**config.mk**
```make
export PLATFORM = sky130hd
export DESIGN_NAME = crt_line_buf_ctl
export DESIGN_NICKNAME = d
export VERILOG_FILES = /design/src/rtl/crt_line_buf_ctl_pkg.sv /design/src/rtl/crt_line_buf_ctl_buf_state.sv /design/src/rtl/crt_line_buf_ctl.sv
export SDC_FILE = /design/constraint.sdc
export NUM_CORES = 1
export LEC_CHECK = 0
export CORE_MARGIN = 4
export CORE_UTILIZATION = 45
export CTS_CLUSTER_DIAMETER = 200
export DETAILED_ROUTE_END_ITERATION = 10
export MAX_ROUTING_LAYER = met4
export PLACE_DENSITY = 0.77
export SETUP_SLACK_MARGIN = 0.15
export SYNTH_ARGS = -nofsm -noshare
export SYNTH_HDL_FRONTEND = slang
export SYNTH_SLANG_ARGS = --single-unit
```
**constraint.sdc**
```tcl
create_clock -name mem_clk -period 1.7 [get_ports mem_clk]
set_input_delay 0.34 -clock mem_clk [delete_from_list [all_inputs] [get_ports mem_clk]]
set_output_delay 0.34 -clock mem_clk [all_outputs]
set_load 0.005 [all_outputs]
```
**src/rtl/crt_line_buf_ctl_pkg.sv**
```systemverilog
// Shared types for the CRT line-buffer controller: per-buffer state encoding
// and the A/B buffer-select constants.
package crt_buf_pkg;

    typedef enum logic [1:0] {
        EMPTY    = 2'd0,
        FILLING  = 2'd1,
        FULL     = 2'd2,
        DRAINING = 2'd3
    } buf_state_t;

    localparam logic BUF_A = 1'b0;
    localparam logic BUF_B = 1'b1;

endpackage

```
**src/rtl/crt_line_buf_ctl_buf_state.sv**
```systemverilog
// State register for one CRT line buffer. Instantiated once for A, once for B.
//
//   state    | meaning
//   ---------+-----------------------------------------------
//   EMPTY    | no valid data, may be picked for the next fill
//   FILLING  | memory data is being written into this buffer
//   FULL     | all words written, display has not started
//   DRAINING | display is popping words out of this buffer
module crt_buf_state
    import crt_buf_pkg::*;
(
    input  logic       clk,
    input  logic       rst,
    input  logic       fill_start,
    input  logic       fill_last,
    input  logic       pop_first,
    input  logic       pop_last,
    input  logic       flush,
    output buf_state_t state
);

    buf_state_t state_q;
    buf_state_t state_d;

    // Next-state: normal fill/drain progression, flush overrides to EMPTY.
    always_comb begin
        state_d = state_q;
        case (state_q)
            EMPTY:    if (fill_start) state_d = FILLING;
            FILLING:  if (fill_last)  state_d = FULL;
            FULL: begin
                if (pop_last)       state_d = EMPTY;
                else if (pop_first) state_d = DRAINING;
            end
            DRAINING: if (pop_last)   state_d = EMPTY;
            default:                  state_d = EMPTY;
        endcase
        if (flush) state_d = EMPTY;
    end

    // State register with synchronous reset.
    always_ff @(posedge clk) begin
        if (rst) state_q <= EMPTY;
        else     state_q <= state_d;
    end

    assign state = state_q;

endmodule

```
**src/rtl/crt_line_buf_ctl.sv**
```systemverilog
// CRT line-fetch buffer controller: requests fills from the memory arbiter,
// generates write addresses for returning data, and drains buffers A/B in
// ping-pong order toward the display.
// Optional build macro CRT_UNDERRUN_CNT_EN adds a saturating underrun counter.
module crt_line_buf_ctl
    import crt_buf_pkg::*;
#(
    parameter  int DEPTH = 32,
    localparam int AW    = $clog2(DEPTH)
) (
    input  logic          mem_clk,
    input  logic          hreset,
    input  logic          crt_gnt,
    input  logic          mem_data_valid,
    input  logic          sync_crt_line_end,
    input  logic          crt_pop,
    output logic          crt_req,
    output logic          a_empty,
    output logic          b_empty,
    output logic          a_full_done,
    output logic          b_full_done,
    output logic          wr_en,
    output logic          wr_sel,
    output logic [AW-1:0] wr_addr,
    output logic          rd_sel,
    output logic [AW-1:0] rd_addr,
    output logic          rd_valid,
    output logic          underrun
`ifdef CRT_UNDERRUN_CNT_EN
   ,output logic [15:0]   underrun_cnt
`endif
);

    localparam logic [AW-1:0] LAST_ADDR = AW'(DEPTH - 1);

    buf_state_t    st_a, st_b, rd_state;
    logic          live, filling, fill_go, fill_last;
    logic          pop_ok, pop_first, pop_last;
    logic [AW-1:0] wr_addr_q, wr_addr_d, rd_addr_q, rd_addr_d;
    logic          wr_sel_q, wr_sel_d, rd_sel_q, rd_sel_d;
    logic          rd_valid_q;

    // Line end and reset both silence every pulse output for that cycle.
    assign live      = ~hreset & ~sync_crt_line_end;
    assign a_empty   = (st_a == EMPTY);
    assign b_empty   = (st_b == EMPTY);
    assign filling   = (st_a == FILLING) | (st_b == FILLING);
    assign crt_req   = (a_empty | b_empty) & ~filling & live;
    assign fill_go   = crt_gnt & ~filling & (a_empty | b_empty) & live;
    assign wr_en     = mem_data_valid & filling & live;
    assign fill_last = wr_en & (wr_addr_q == LAST_ADDR);

    assign a_full_done = fill_last & (wr_sel_q == BUF_A);
    assign b_full_done = fill_last & (wr_sel_q == BUF_B);

    assign rd_state  = (rd_sel_q == BUF_B) ? st_b : st_a;
    assign pop_ok    = crt_pop & live & ((rd_state == FULL) | (rd_state == DRAINING));
    assign pop_first = pop_ok & (rd_state == FULL);
    assign pop_last  = pop_ok & (rd_addr_q == LAST_ADDR);
    assign underrun  = crt_pop & live & ~pop_ok;

    crt_buf_state u_buf_a (
        .clk        (mem_clk),
        .rst        (hreset),
        .fill_start (fill_go & a_empty),
        .fill_last  (fill_last & (wr_sel_q == BUF_A)),
        .pop_first  (pop_first & (rd_sel_q == BUF_A)),
        .pop_last   (pop_last & (rd_sel_q == BUF_A)),
        .flush      (sync_crt_line_end),
        .state      (st_a)
    );

    // fill_go already implies one buffer is empty, so ~a_empty selects B.
    crt_buf_state u_buf_b (
        .clk        (mem_clk),
        .rst        (hreset),
        .fill_start (fill_go & ~a_empty),
        .fill_last  (fill_last & (wr_sel_q == BUF_B)),
        .pop_first  (pop_first & (rd_sel_q == BUF_B)),
        .pop_last   (pop_last & (rd_sel_q == BUF_B)),
        .flush      (sync_crt_line_end),
        .state      (st_b)
    );

    // Address/select next-state: fill start clears the write pointer, accepted
    // writes and pops advance their pointers, line end rewinds everything.
    always_comb begin
        wr_addr_d = wr_addr_q;
        wr_sel_d  = wr_sel_q;
        rd_addr_d = rd_addr_q;
        rd_sel_d  = rd_sel_q;
        if (fill_go) begin
            wr_sel_d  = a_empty ? BUF_A : BUF_B;
            wr_addr_d = '0;
        end else if (wr_en) begin
            wr_addr_d = wr_addr_q + AW'(1);
        end
        if (pop_ok) begin
            rd_addr_d = rd_addr_q + AW'(1);
            if (pop_last) rd_sel_d = ~rd_sel_q;
        end
        if (sync_crt_line_end) begin
            wr_addr_d = '0;
            rd_addr_d = '0;
            rd_sel_d  = BUF_A;
        end
    end

    // Pointer, select and read-valid registers.
    always_ff @(posedge mem_clk) begin
        if (hreset) begin
            wr_addr_q  <= '0;
            wr_sel_q   <= BUF_A;
            rd_addr_q  <= '0;
            rd_sel_q   <= BUF_A;
            rd_valid_q <= 1'b0;
        end else begin
            wr_addr_q  <= wr_addr_d;
            wr_sel_q   <= wr_sel_d;
            rd_addr_q  <= rd_addr_d;
            rd_sel_q   <= rd_sel_d;
            rd_valid_q <= pop_ok;
        end
    end

    assign wr_addr  = wr_addr_q;
    assign wr_sel   = wr_sel_q;
    assign rd_addr  = rd_addr_q;
    assign rd_sel   = rd_sel_q;
    assign rd_valid = rd_valid_q;

`ifdef CRT_UNDERRUN_CNT_EN
    logic [15:0] ucnt_q;

    // Saturating underrun counter; only hreset clears it.
    always_ff @(posedge mem_clk) begin
        if (hreset)                            ucnt_q <= 16'd0;
        else if (underrun && ucnt_q != 16'hFFFF) ucnt_q <= ucnt_q + 16'd1;
    end

    assign underrun_cnt = ucnt_q;
`endif

endmodule

```
* After elaboration in Yosys (flattened, before gate mapping) *
Cells that the tools add are included.

word-level totals
  register bits = 17
  input port bits = 6
  output and inout bits = 20
  logic and storage cells = 80

cells by class
  $add $sub $neg = 2
  eq/ne operators = 18
  muxes and demuxes = 14
  bitwise gates (word level) = 32
  reductions and logical operators = 7

operator list
  kind                                           number
  AND 1 bit                                      22
  two-way mux 2 bit                              11
  case mux 2 bit (4 select lines)                2
  == test 2 bit, second input constant           6
  adder 5 x 1 -> 5 bit, second input constant    2
  == test 5 bit, second input constant           2
  != test 2 x 1 -> 1 bit, second input constant  4
  AND reduction 4 bit                            2
  NOT 1 bit                                      7
  != test 3 x 1 -> 1 bit, second input constant  2
  == test 2 x 1 -> 1 bit, second input constant  2
  zero test 2 bit                                2
  != test 2 bit, second input constant           2
  bitwise OR 1 bit                               3
  OR reduction 3 bit                             1
  AND reduction 2 bit                            1
  OR reduction 2 bit                             1
  two-way mux 1 bit                              1

* Longest topological paths before layout *
  depth in word-level cells = 9
  mapped depth = 6
  depth with buffers taken out = 6

* Cells and area by module *
From an unflattened synthesis, not the netlist that was laid out.

unflattened totals
  cell total of the unflattened synthesis = 98
  area total of the unflattened synthesis = 880.8 um^2

by module, submodules not included
  module            instances  cells each  area each (um^2)  seq. area each (um^2)
  crt_line_buf_ctl  1          82          700.7             260.2
  crt_buf_state     2          8           90.1              40.0

* Least setup slack after synthesis *
No wires, ideal clock.

  path kind = register to output
  start point = register u_buf_b.state_q[1] (netlist: u_buf_b.state[1])
  end point = output port a_full_done
  arrival time = 1.156 ns
  data required time = 1.360 ns
  slack = 0.204 ns
  stages on the path, launching flop included = 6
  buffers on the path = 1
  cells stage by stage = dfxtp_1 -> buf_4 -> nor2b_2 -> o21ai_2 -> nor2_1 -> and3b_1

on the way
  cells in the longest elaborated chain, start to end = 6

ends and longest elaborated chain
  what                      RTL line                          RTL
  start: declaration        crt_line_buf_ctl_buf_state.sv:22  buf_state_t state_q;
  start signal: assignment  crt_line_buf_ctl_buf_state.sv:44  else state_q <= state_d;
  == test 2 x 1 -> 1 bit    crt_line_buf_ctl.sv:47            assign filling = (st_a == FILLING) | (st_b == FILLING);
  bitwise OR 1 bit          crt_line_buf_ctl.sv:47
  AND 1 bit (2 in a row)    crt_line_buf_ctl.sv:50            assign wr_en = mem_data_valid & filling & live;
  net wr_en                 crt_line_buf_ctl.sv:22            output logic wr_en,
  AND 1 bit                 crt_line_buf_ctl.sv:51            assign fill_last = wr_en & (wr_addr_q == LAST_ADDR);
  AND 1 bit                 crt_line_buf_ctl.sv:53            assign a_full_done = fill_last & (wr_sel_q == BUF_A);
  end: declaration          crt_line_buf_ctl.sv:20            output logic a_full_done,

The timed path passes the listed nets, and every way through them passes these cells.

* Worst setup path in the final report *
  start point = register wr_addr_q[1] (netlist: wr_addr[1])
  end point = output port a_full_done

on the way
  cells in the longest elaborated chain, start to end = 3

ends and longest elaborated chain
  what                      RTL line                 RTL
  start: declaration        crt_line_buf_ctl.sv:39   logic [AW-1:0] wr_addr_q, wr_addr_d, rd_addr_q, rd_addr_d;
  start signal: assignment  crt_line_buf_ctl.sv:118  wr_addr_q <= wr_addr_d;
  == test 5 bit             crt_line_buf_ctl.sv:51
  AND 1 bit                 crt_line_buf_ctl.sv:51
  AND 1 bit                 crt_line_buf_ctl.sv:53

No other way between the ends.

==> impl_metrics.tcl <==
set metrics [dict create \
    slew_headroom_pct 81.01 \
    finalSetupViolations 2 \
    dp.cells 168 \
    rsz0062_at_grt "true" \
    rows 15 \
    maxCapViolCount 0 \
    design_area_mm2 0.001556 \
    ys_ff_latch 17 \
    ys_seq_area_share_pct 39.53 \
    antenna_left 0 \
    comb_power_share_pct 13.6 \
    p_leak_uw 0.0007653 \
    grt_pass1_wl_um 4692 \
    setup-tns-final_ps -50.20 \
    area_growth_pct 80.81 \
    cts-buffers-inserted 3 \
    required_ps 1360 \
    p_sw_share_pct 24.32 \
    instances_no_fill 186 \
    timing.hold.ws_ps 468.1 \
    crit_path_top_delay_cell "dfxtp_2" \
    fin_crit_ps 1741 \
    final_common_cell "buf_4" \
    antenna_cells 0 \
    cts_root_buf "clkbuf_4" \
    crit_fanout 3 \
    cts.path.max_buffers 2 \
    port_buffers 25 \
    finalWirelength_um 3279 \
    cpMostUsedCell "ha_4" \
    fp.dieW_um 51.74 \
    violations "setup timing" \
    ir_worst_vdd_mv 0.5315 \
    via_count 1011 \
    clkLatencyLatePin_ps 290 \
    antenna_found_initial 0 \
    p_per_area_mw_per_mm2 454.8 \
    min_period_over_period_pct 102.4 \
    setup_ws_ps -40.76 \
    grt_max_degree 10 \
    grt_pass1_vias 1031 \
    track_usage_pct 24.74 \
    tightestPinTransition_ps 284.8 \
    outcome "finished with violations" \
    syn_avg_cell_area_um2 8.967 \
    die_y_um 51.74 \
    placed_area_mm2 0.001306 \
    reg2reg_slack_ps 190 \
    synth_cell_types 35 \
    drc_errors 0 \
    crit_family "flip-flops" \
    clkPwrFrac_pct 30.5 \
    post-dp-hpwl_um 1840 \
    drive_above_1_share_pct 51.55 \
    path_class "reg2out" \
    fmaxAchievable_mhz 574.5 \
    die-area_mm2 0.002677 \
    seq_power_share_pct 55.9 \
    initial_core_util_pct 48.79 \
    clk_pin_slew_ps 100 \
    max_stage_delay_ps 350 \
    yosysWarnings 0 \
    path_cells "ha_4 -> and3_4 -> ha_4 -> and3b_1 -> buf_2" \
    final-hold-violation-count 0 \
    hold_path_class "reg2reg" \
    syn-cell-area_um2 860.8 \
    fill_cells 96 \
    arrival_ps 1400 \
    internal_power_uw 535.7 \
    switchingPower_uw 172.2 \
    drt_pre_antenna_iters 4 \
    cts_num_sinks 17 \
    grt-ovfl-total 0 \
    h-tree-depth 1 \
    fin_nets 172 \
    total_power_uw 707.9 \
    vias_per_cell 5.435 \
    clock_skew_ps 1.434 \
    cp-end-kind "primary output" \
    syn_inst 96 \
    hold_buffers 0 \
    syn_nets 106 \
    critPathLaunchType "flip-flop" \
    drt_iter0_drc 41 \
    final_cell_mix "buf_4, nor2_1, nand2_1" \
    place_congestion 0.8957 \
    path_buf_inv 1 \
    drv_slew 0 \
    core_mm2 0.001764 \
    cts_tree "yes" \
    wl_per_cell_um 17.63 \
    ios 26 \
]
-- cell usage after synthesis, drive strengths merged --
| library cell | instances | area (um2) |
|---|---|---|
| nand2b | 1 | 6.260 |
| a211oi | 3 | 22.52 |
| and4 | 1 | 8.760 |
| a22oi | 1 | 7.510 |
| xor2 | 3 | 26.28 |
| mux2 | 1 | 15.01 |
| a2111oi | 1 | 15.01 |
| a21o | 1 | 7.510 |
| nor3b | 1 | 7.510 |
| a311oi | 1 | 8.760 |
| inv | 1 | 3.750 |
| dfxtp | 17 | 340.3 |
| buf | 3 | 23.77 |
| and3b | 1 | 8.760 |
| xnor2 | 1 | 8.760 |
| nand4b | 1 | 8.760 |
| nand4 | 1 | 12.51 |
| a21oi | 2 | 10.01 |
| nand3 | 2 | 10.01 |
| o211ai | 1 | 7.510 |
| mux2i | 4 | 40.04 |
| and3 | 6 | 37.54 |
| and2 | 1 | 6.260 |
| nor3 | 1 | 5.000 |
| nand2 | 11 | 41.29 |
| or2 | 1 | 6.260 |
| ha | 4 | 50.05 |
| nor2b | 2 | 17.52 |
| o21ai | 7 | 38.79 |
| nor2 | 15 | 58.81 |
-- flip-flops by register name, summed over array words and instances, names as in the netlist --
register       cells
wr_sel             1
u_buf_a.state      2
rd_addr            5
u_buf_b.state      2
rd_valid           1
wr_addr            5
rd_sel             1
-- stage by stage --
stage / utilization, % / setup WS [ps]
final: 88.23 / -40.76
after global routing: 88.23 / -81.07
after CTS: 83.12 / -24.23
after detailed placement: 74.04 / -589.0
after global placement: 74.04 / -541.3
after floorplan: - / 203.9
-- area by class of cell --
type,count,area (um2),share of cell area [%]
Tap cell,25,31.28,2.010
Timing Repair Buffer,64,530.5,34.08
Sequential cell,17,375.4,24.12
Multi-Input combinational cell,75,589.3,37.86
Inverter,1,3.754,0.2412
Clock buffer,4,26.28,1.688
-- timing repair --
action / CTS / global route
pin swaps: 9 / 2
setup buffers: 9 / 5
resized for setup: 61 / 20
setup endpoints to repair: 22 / 19
hold endpoints to repair: 0 / 0
-- final timing paths --
check,from,endpoint,depth (start not counted)
worst max-delay path,wr_addr[1],a_full_done,5
worst min-delay path,rd_addr[3],rd_addr[3],1
worst max register to register,rd_addr[0],u_buf_b.state[0],6
worst min register to register,rd_addr[3],rd_addr[3],1
-- routing by layer --
| metal | global-route usage, % | vias to the layer above | routed length, um |
|---|---|---|---|
| met2 | 39.41 | 39 | 1655 |
| met3 | 6.877 | 12 | 143 |
| met4 | 14.41 | 0 | 115 |
| li1 | - | 475 | - |
| met1 | 27.71 | 485 | 1364 |
| met5 | - | - | 0 |
-- worst reg2reg max path: stages (launching register included) --
cell      delay [ps]
dfxtp_4          360
ha_1             220
and3_1           200
ha_2             200
nand3_1          120
o21ai_1          110
a311oi_1         210
-- cells by family (layout without fill, tap and decap cells) --
kind of cell | Yosys count | in the layout | share of synthesized area (%)
muxes | 5 | 5 | 6.395
buffers and inverters | 4 | 69 | 3.197
xor gates and xnor gates | 4 | 4 | 4.071
DFF | 17 | 17 | 39.54
adders and majority gates | 4 | 4 | 5.814
and+or+nand+nor | 45 | 45 | 27.33
AOI/OAI and AO/OA | 17 | 17 | 13.66
-- power by group through the flow --
stage	Combinational [uW]	Clock, uW	Sequential [uW]
2_1_floorplan	23.6	0	412
3_3_place_gp	76.3	0	413
4_1_cts	87.0	221	402
5_1_grt	100	245	396
6_report	96.2	216	396
3_5_place_dp	78.0	0	413
(Power assumes the default switching activity.)
